$ cat config.mk
export PLATFORM = sky130hd
export DESIGN_NAME = bpf_biquad_cascade
export DESIGN_NICKNAME = d
export VERILOG_FILES = /design/src/rtl/bpf_biquad_cascade.sv
export SDC_FILE = /design/constraint.sdc
export NUM_CORES = 2
export LEC_CHECK = 0
export ABC_AREA = 0
export CAP_MARGIN = 40
export CORE_ASPECT_RATIO = 1.75
export CORE_MARGIN = 2
export CORE_UTILIZATION = 55
export DETAILED_ROUTE_END_ITERATION = 10
export PLACE_DENSITY = 0.79
export SETUP_SLACK_MARGIN = 0.4
export SYNTH_ARGS = -nofsm -noshare
export SYNTH_HDL_FRONTEND = slang
export SYNTH_SLANG_ARGS = --single-unit
$ cat constraint.sdc
create_clock -name clk -period 14.2 [get_ports clk]
set_input_delay 2.13 -clock clk [delete_from_list [all_inputs] [get_ports clk]]
set_output_delay 2.13 -clock clk [all_outputs]
set_load 0.05 [all_outputs]
$ cat src/rtl/bpf_biquad_cascade.sv
// rtl/bpf_biquad_cascade.sv - cascade of DF-I biquad sections sharing one MAC, loadable coefficients
// Optional feature macro: BPF_BIQUAD_SAT_EN (saturating narrowing plus sticky sat_flag output).
module bpf_biquad_cascade #(
   parameter int DATA_W = 16,
   parameter int COEF_W = 16,
   parameter int FRAC   = 14,
   parameter int N_SECT = 2,
   parameter int ACC_W  = DATA_W + COEF_W + 4
) (
   input  logic                        clk,
   input  logic                        rst,
   input  logic                        clr,
   input  logic [DATA_W-1:0]           in_data,
   input  logic                        in_valid,
   output logic                        in_ready,
   output logic [DATA_W-1:0]           out_data,
   output logic                        out_valid,
   input  logic                        out_ready,
   input  logic                        cfg_we,
   input  logic [$clog2(5*N_SECT)-1:0] cfg_addr,
   input  logic [COEF_W-1:0]           cfg_data,
   output logic                        cfg_err
`ifdef BPF_BIQUAD_SAT_EN
   ,
   output logic                        sat_flag
`endif
);

   localparam int NCOEF  = 5 * N_SECT;
   localparam int ADDR_W = $clog2(NCOEF);
   localparam int SECT_W = (N_SECT > 1) ? $clog2(N_SECT) : 1;
   localparam int PROD_W = DATA_W + COEF_W;

   localparam logic [1:0] S_IDLE   = 2'd0;
   localparam logic [1:0] S_MAC    = 2'd1;
   localparam logic [1:0] S_COMMIT = 2'd2;
   localparam logic [1:0] S_HOLD   = 2'd3;

   localparam logic signed [ACC_W-1:0]  HALF = ACC_W'(1) << (FRAC - 1);
   localparam logic signed [COEF_W-1:0] ONE  = COEF_W'(1) << FRAC;

   logic [1:0]               state_q, state_d;
   logic                     run_q, run_d;
   logic [SECT_W-1:0]        sect_q, sect_d;
   logic [2:0]               k_q, k_d;
   logic [ADDR_W-1:0]        ci_q, ci_d;
   logic signed [ACC_W-1:0]  acc_q, acc_d;
   logic signed [DATA_W-1:0] x_q, x_d;
   logic [DATA_W-1:0]        out_data_q, out_data_d;
   logic                     cfg_err_q, cfg_err_d;
   logic signed [COEF_W-1:0] coef_q [NCOEF];
   logic signed [COEF_W-1:0] coef_d [NCOEF];
   logic signed [DATA_W-1:0] x1_q [N_SECT];
   logic signed [DATA_W-1:0] x1_d [N_SECT];
   logic signed [DATA_W-1:0] x2_q [N_SECT];
   logic signed [DATA_W-1:0] x2_d [N_SECT];
   logic signed [DATA_W-1:0] y1_q [N_SECT];
   logic signed [DATA_W-1:0] y1_d [N_SECT];
   logic signed [DATA_W-1:0] y2_q [N_SECT];
   logic signed [DATA_W-1:0] y2_d [N_SECT];
`ifdef BPF_BIQUAD_SAT_EN
   logic                     sat_q, sat_d;
   logic                     y_ovf;
`else
   logic                     unused_hi;
`endif

   logic signed [COEF_W-1:0] mac_coef;
   logic signed [DATA_W-1:0] mac_opnd;
   logic signed [PROD_W-1:0] prod;
   logic signed [ACC_W-1:0]  prod_ext;
   logic signed [ACC_W-1:0]  rnd;
   logic signed [ACC_W-1:0]  y_full;
   logic signed [DATA_W-1:0] y_narrow;
   logic                     cfg_ok;
   logic                     accept;

   // Shared MAC operand selection, product and commit-time rounding/narrowing
   always_comb begin
      mac_coef = coef_q[ci_q];
      case (k_q)
         3'd0:    mac_opnd = x_q;
         3'd1:    mac_opnd = x1_q[sect_q];
         3'd2:    mac_opnd = x2_q[sect_q];
         3'd3:    mac_opnd = y1_q[sect_q];
         default: mac_opnd = y2_q[sect_q];
      endcase
      prod     = mac_coef * mac_opnd;
      prod_ext = {{(ACC_W-PROD_W){prod[PROD_W-1]}}, prod};
      rnd      = acc_q + HALF;
      y_full   = rnd >>> FRAC;
`ifdef BPF_BIQUAD_SAT_EN
      // Result fits only if every bit from the DATA_W sign bit upward agrees
      y_ovf = ~((&y_full[ACC_W-1:DATA_W-1]) | ~(|y_full[ACC_W-1:DATA_W-1]));
      if (y_ovf)
         y_narrow = y_full[ACC_W-1] ? {1'b1, {(DATA_W-1){1'b0}}} : {1'b0, {(DATA_W-1){1'b1}}};
      else
         y_narrow = y_full[DATA_W-1:0];
`else
      y_narrow  = y_full[DATA_W-1:0];
      unused_hi = ^y_full[ACC_W-1:DATA_W];
`endif
   end

   // Sequencer: handshakes, config writes, history clear and the IDLE/MAC/COMMIT/HOLD flow
   always_comb begin
      state_d    = state_q;
      run_d      = 1'b1;
      sect_d     = sect_q;
      k_d        = k_q;
      ci_d       = ci_q;
      acc_d      = acc_q;
      x_d        = x_q;
      out_data_d = out_data_q;
      coef_d     = coef_q;
      x1_d       = x1_q;
      x2_d       = x2_q;
      y1_d       = y1_q;
      y2_d       = y2_q;
`ifdef BPF_BIQUAD_SAT_EN
      sat_d      = sat_q;
`endif

      // Config writes win over sample intake, and only land while idle
      cfg_ok    = (state_q == S_IDLE) && (32'(cfg_addr) < NCOEF);
      cfg_err_d = cfg_we && !cfg_ok;
      if (cfg_we && cfg_ok)
         coef_d[cfg_addr] = cfg_data;

      in_ready = run_q && !cfg_we &&
                 ((state_q == S_IDLE) || ((state_q == S_HOLD) && out_ready));
      accept   = in_valid && in_ready;

      if (clr && (state_q == S_IDLE)) begin
         for (int s = 0; s < N_SECT; s++) begin
            x1_d[s] = '0;
            x2_d[s] = '0;
            y1_d[s] = '0;
            y2_d[s] = '0;
         end
`ifdef BPF_BIQUAD_SAT_EN
         sat_d = 1'b0;
`endif
      end

      case (state_q)
         S_IDLE, S_HOLD: begin
            if ((state_q == S_HOLD) && out_ready)
               state_d = S_IDLE;
            if (accept) begin
               state_d = S_MAC;
               x_d     = in_data;
               sect_d  = '0;
               k_d     = '0;
               ci_d    = '0;
            end
         end
         S_MAC: begin
            if (k_q == 3'd0)
               acc_d = prod_ext;
            else if (k_q >= 3'd3)
               acc_d = acc_q - prod_ext;
            else
               acc_d = acc_q + prod_ext;
            ci_d = ci_q + 1'b1;
            if (k_q == 3'd4) begin
               k_d     = '0;
               state_d = S_COMMIT;
            end else begin
               k_d = k_q + 3'd1;
            end
         end
         S_COMMIT: begin
            x2_d[sect_q] = x1_q[sect_q];
            x1_d[sect_q] = x_q;
            y2_d[sect_q] = y1_q[sect_q];
            y1_d[sect_q] = y_narrow;
            x_d          = y_narrow;
`ifdef BPF_BIQUAD_SAT_EN
            if (y_ovf)
               sat_d = 1'b1;
`endif
            if (sect_q == SECT_W'(N_SECT - 1)) begin
               out_data_d = y_narrow;
               state_d    = S_HOLD;
            end else begin
               sect_d  = sect_q + 1'b1;
               state_d = S_MAC;
            end
         end
         default: state_d = S_IDLE;
      endcase
   end

   // State registers; reset restores passthrough coefficients and empty history
   always_ff @(posedge clk or posedge rst) begin
      if (rst) begin
         state_q    <= S_IDLE;
         run_q      <= 1'b0;
         sect_q     <= '0;
         k_q        <= '0;
         ci_q       <= '0;
         acc_q      <= '0;
         x_q        <= '0;
         out_data_q <= '0;
         cfg_err_q  <= 1'b0;
         for (int i = 0; i < NCOEF; i++)
            coef_q[i] <= ((i % 5) == 0) ? ONE : '0;
         for (int s = 0; s < N_SECT; s++) begin
            x1_q[s] <= '0;
            x2_q[s] <= '0;
            y1_q[s] <= '0;
            y2_q[s] <= '0;
         end
`ifdef BPF_BIQUAD_SAT_EN
         sat_q      <= 1'b0;
`endif
      end else begin
         state_q    <= state_d;
         run_q      <= run_d;
         sect_q     <= sect_d;
         k_q        <= k_d;
         ci_q       <= ci_d;
         acc_q      <= acc_d;
         x_q        <= x_d;
         out_data_q <= out_data_d;
         cfg_err_q  <= cfg_err_d;
         coef_q     <= coef_d;
         x1_q       <= x1_d;
         x2_q       <= x2_d;
         y1_q       <= y1_d;
         y2_q       <= y2_d;
`ifdef BPF_BIQUAD_SAT_EN
         sat_q      <= sat_d;
`endif
      end
   end

   assign out_data  = out_data_q;
   assign out_valid = (state_q == S_HOLD);
   assign cfg_err   = cfg_err_q;
`ifdef BPF_BIQUAD_SAT_EN
   assign sat_flag  = sat_q;
`endif

endmodule

# [Word-level counts from Yosys, hierarchy flattened]
# Index checks and enable logic that the tools add are counted.
[totals] reg_bits=368 inputBits=42 output_inout_bits=19 elab_cells=126
[op_classes] addsub=6 n_mul=1 n_lt_le_gt_ge=7 n_eq_ne=10 mux=50 bitwise_logic=3 reduce_logical=22
[ops] op="$mux W16" count=17
[ops] op="$mux W32" count=8
[ops] op="$bwmux W160" count=1
[ops] op="$bwmux W32" count=4
[ops] op="$mux W36" count=2
[ops] op="$bmux W16 S4" count=1
[ops] op="$demux W16 S4" count=1
[ops] op="$pmux W16 S4" count=1
[ops] op="$add A36 B32 Y36" count=1
[ops] op="$sub A36 B32 Y36" count=1
[ops] op="$mul A16 B16 Y32" count=1
[ops] op="$pmux W16 S2" count=1
[ops] op="$add A30 B15 Y30 const B" count=1
[ops] op="$demux W16 S1" count=1
[ops] op="$ge A5 B5 Y1 const B" count=2
[ops] op="$logic_and A1 B1 Y1" count=10
[ops] op="$not A4 Y5" count=2
[ops] op="$mux W2" count=4
[ops] op="$pmux W4 S2" count=1
[ops] op="$reduce_and A2 Y1" count=4
[ops] op="$eq A3 B2 Y1 const B" count=2
[ops] op="$mux W3" count=2
[ops] op="$pmux W2 S3" count=1
[ops] op="$pmux W3 S2" count=1
[ops] op="24 further kinds" count=29

# [Depth between registers and ports, before layout]
[logic_depth] ltp_word=9 depth_mapped=47 mapped_depth_nobuf=44

# [Worst setup path before layout]
# Ideal clock, no wire load.
[synth_path] path_type="register to register" start="register sect_q" end="register acc_q[29]" setup_ns=0.087 arrival_time_ns=10.534 required_time_ns=14.113 setup_slack_ns=3.580 stages_incl_launch_ff=44 path_buffers=6 period_less_slack_ns=10.620 cell_sequence="dfrtp_1 clkbuf_1 buf_1 clkbuf_1 buf_1 clkbuf_1 mux2i_1 nand2_1 o21ai_1 clkbuf_1 nor2_1 fa_1 inv_1 fa_1 inv_1 ha_1 inv_1 fa_1 (+8 left out) o2111a_1 a311o_1 or3_1 or4_4 nand3b_4 o21ai_0 xor2_1 ha_1 nand2_1 nor2_1 a21oi_1 o211ai_1 a31oi_1 o21ai_0 a21oi_1 xnor2_1 mux4_1 o211ai_1"
[synth_between] elab_chain_len=9 elab_cells_between_ends=19 classes_between="2 x add/sub; 1 x mul; 15 x mux; 1 x bitwise"
[synth_lines] item="start, declared" line_no="44" rtl="logic [SECT_W-1:0] sect_q, sect_d;"
[synth_lines] item="start signal, assigned" line_no="221" rtl="sect_q <= sect_d;"
[synth_lines] item="$not A1 Y2 (not written as such) *"
[synth_lines] item="$mux W16 (on tied branches) (3 in a row)"
[synth_lines] item="$pmux W16 S4 *" line_no="81" rtl="case (k_q)"
[synth_lines] item="$mul A16 B16 Y32 *" line_no="88" rtl="prod = mac_coef * mac_opnd;"
[synth_lines] item="$add A36 B32 Y36 or $sub A36 B32 Y36 (tied branches)" line_no="164, 162"
[synth_lines] item="$mux W36" line_no="161" rtl="else if (k_q >= 3'd3)"
[synth_lines] item="$mux W36 *" line_no="159" rtl="if (k_q == 3'd0)"
[synth_lines] item="end signal, assigned" line_no="203" rtl="acc_q <= '0;"
[synth_lines] item="end signal, assigned" line_no="224" rtl="acc_q <= acc_d;"
[synth_lines] item="end, declared" line_no="47" rtl="logic signed [ACC_W-1:0] acc_q, acc_d;"
# Mark *: on every way between the ends. The rest lies on a longest branch, timed or not. The select of a mux whose other input is x is not followed.
# A chain may end at the register's enable or synchronous reset.

# [Worst setup path in the final report]
[layout_path] start="register k_q[0]" end="register acc_q[29]"
[layout_between] elab_chain_len=6 elab_cells_between_ends=11 classes_between="2 x add/sub; 1 x mul; 1 x order compare; 3 x eq/ne; 3 x mux; 1 x reduce/logical"
[layout_lines] item="start, declared" line_no="45" rtl="logic [2:0] k_q, k_d;"
[layout_lines] item="start signal, assigned" line_no="222" rtl="k_q <= k_d;"
[layout_lines] item="$eq A3 B2 Y1 (tied with other cells)" line_no="81"
[layout_lines] item="$pmux W16 S4" line_no="81"
[layout_lines] item="$mul A16 B16 Y32" line_no="88"
[layout_lines] item="$add A36 B32 Y36 or $sub A36 B32 Y36 (tied branches)" line_no="164, 162"
[layout_lines] item="$mux W36" line_no="161"
[layout_lines] item="$mux W36 *" line_no="159"
# Mark *: on every way between the ends. The rest lies on a longest branch, timed or not.

==> flow_metrics.py <==
metrics = {
    "timing": {
        "period_share_pct": 80.7,
        "rsz0062_at_grt": "false",
        "fin_crit_ns": 11.46,
        "hold_viol_final": 0,
        "finalSetupViolCount": 0,
        "fin_skew_ns": 0.0398,
        "max_freq_mhz": 87.3,
        "slew_viol_final": 0,
        "worst_slew_pin_slew_ns": 0.983,
        "holdWs_ns": 0.476,
        "slew_headroom_pct": 34.5,
        "fin_tns_setup_ns": 0,
    },
    "drt": {
        "drt_wl_total_mm": 77.9,
        "drt_pass1_iterations": 6,
        "dr_total_vias": 21800,
        "drcViolationCount": 0,
        "antenna_left": 0,
        "viasPerCell": 6.22,
        "drtIter0Drc": 1471,
        "wl_per_cell_um": 22.3,
    },
    "cts": {
        "cts_tree": "yes",
        "insertion_delay_ns": 0.58,
        "clk_path_buf_depth": 3,
        "clkSinkCount": 362,
        "clkTransAtPathRegs_ns": 0.06,
        "cts_buffers": 36,
        "post_cts_buffers": 0,
        "cts-root-buf": "clkbuf_16",
        "ctsResizeCount": 0,
        "postCtsHoldBufs": 0,
        "htreeDepth": 2,
    },
    "die": {
        "core_area_um2": 50600,
        "initial_core_util_pct": 55.6,
        "dieHeight_um": 303,
        "die_area_um2": 53100,
        "die_w_um": 175,
        "io_pins": 61,
        "rows": 109,
    },
    "cells_and_area": {
        "final_cell_mix": "dfrtp_1 (357), inv_1 (327), nor2_1 (270), fa_1 (249), nand2_1 (212)",
        "drive_gt1_share_pct": 13.3,
        "nets": 3222,
        "num_antenna_cells": 0,
        "syn_to_final_growth_pct": 9.57,
        "mostFrequentLayoutCell": "dfrtp_1",
        "fin_area_um2": 30800,
    },
    "setup_path": {
        "crit_type": "flop to flop",
        "r2r_slack_ns": 2.74,
        "timing.rr.end": "acc_q[29]",
        "start_kind": "flop",
        "regToRegStartpoint": "k_q[0]",
        "cp_common_cell": "fa_1",
        "slowest_delay_ns": 0.58,
        "cp.required_ns": 14.69,
        "worst_ep_arrival_time_ns": 11.95,
        "slowest_stage": "a21o_1",
        "reg2reg_depth": 42,
        "setup.worst_path.end": "acc_q[29]",
        "startpoint": "k_q[0]",
        "crit_family": "adder cells",
        "path_buf_inv": 6,
        "endpoint_kind": "flop",
        "cp_max_fo": 10,
        "path_depth": 42,
    },
    "yosys": {
        "synth_edf_count": 0,
        "yosys_warnings": 0,
        "ys_seq_area_share_pct": 32.2,
        "ys_types": 77,
        "syn_area_per_cell_um2": 10.1,
        "syn-cell-area_um2": 28100,
        "yosys.area.top_type": "dfrtp_1",
        "syn-num-nets": 3210,
        "syn_inst": 2799,
        "synth_top_area_share_pct": 32.0,
        "async_flop_share_pct": 100,
        "synth_flop_cell": "dfrtp_1",
        "synth_seq_cells": 362,
        "yosys-top-cells-area": "dfrtp_1 (32%), fa_1 (18%), mux2_2 (7.9%), ha_1 (5.3%), inv_1 (4.4%)",
    },
    "place": {
        "io_buffers": 60,
        "gp_congestion": 0.980,
        "dpl_cell_area_um2": 29700,
        "dp_hpwl_mm": 59.1,
    },
    "hold_path": {
        "min_path_type": "flop to flop",
    },
    "grt": {
        "antenna_found_initial": 1,
        "gr-total-overflow": 0,
        "first_global_vias": 23600,
        "grt_first_pass_wirelength_mm": 125,
        "grtUsageTotal_pct": 30.0,
        "grt_max_degree": 114,
    },
    "outcome": {
        "status": "finished, final reports clean",
    },
    "flow_run": {
        "drv_cap": 0,
    },
}
## sequential cells by signal (all words and copies together), names as in the netlist, 16 cells and up
signal,cells
y1_q,32
x_q,16
x1_q,32
y2_q,32
out_data,16
coef_q,160
acc_q,30
x2_q,32
## cell usage after synthesis, types with 3 or more instances
master and number:
buf_1 29, and3_1 9, o211ai_1 9, clkbuf_1 117, nand3_1 28, o21ai_0 95
a211oi_1 13, a2111oi_0 10, a31oi_1 17, fa_1 249, nand2_1 212, a211o_1 5
nor3_1 20, nor2b_1 21, o311ai_0 3, mux4_2 21, nor3b_1 7, a2111o_1 3
nor2_1 272, o21ai_1 9, a22o_1 101, o21a_1 12, ha_1 120, nand3b_1 4
o31ai_1 4, a21oi_1 153, nand4_1 4, or2_2 14, xor2_1 37, or3_1 7
mux2_2 198, a221o_1 6, a21o_1 38, a21boi_0 3, a22oi_1 32, o22a_1 12
o21bai_1 7, inv_1 328, nand2b_1 22, o22ai_1 22, mux2i_1 38, xnor2_1 58
dfrtp_1 360, a221oi_1 18, and2_1 8
## metrics by stage
stage	utilization, %	setup WS (ns)	std cells
global route	61.0	1.91	3502
finish	61.0	2.74	3502
CTS	61.0	2.73	3502
detailed placement	58.6	2.77	3439
floorplan	-	2.03	2799
global placement	58.2	3.10	3423
## metal layers
layer,global-route usage [%],share of wire (%),up-vias
met5,0,0,-
met4,21.1,7.9,0
met3,3.92,5.2,370
met2,54.3,52,922
met1,32.5,35,11000
li1,-,-,9500
## logic make-up (layout without fill, tap and decap cells)
family	Yosys count	count (layout)	synth area share, %
adder cells (fa/ha/maj)	369	369	23.0
AND/OR/NAND/NOR	638	638	9.85
AO/OA/AOI/OAI	599	599	14.5
XOR/XNOR	95	95	2.96
multiplexers	258	258	11.0
flip-flops	362	362	32.2
buffers and inverters	477	514	6.36
other	1	1	0.0133
## area by class of cell
class	count	area (µm²)
clock buffer	53	1020
clock inverter	10	165
fill	4092	19800
inverter	331	1250
multi-input combinational	1960	17400
sequential	362	9060
tap	666	833
timing repair buffer	120	1140
## worst min-delay path by stage
stage | start | endpoint | slack [ns] | cells after the start
2_1_floorplan | x2_q[2] | x2_q[2] | 0.46 | 1
3_3_place_gp | out_data[14] | out_data[14] | 0.46 | 2
3_5_place_dp | out_data[3] | out_data[3] | 0.46 | 1
4_1_cts | out_data[3] | out_data[3] | 0.48 | 1
5_1_grt | out_data[3] | out_data[3] | 0.48 | 1
6_report | out_data[3] | out_data[3] | 0.48 | 1
Power is not shown: default switching activity piles up to over one toggle a cycle in this logic, so the estimate is an artifact.
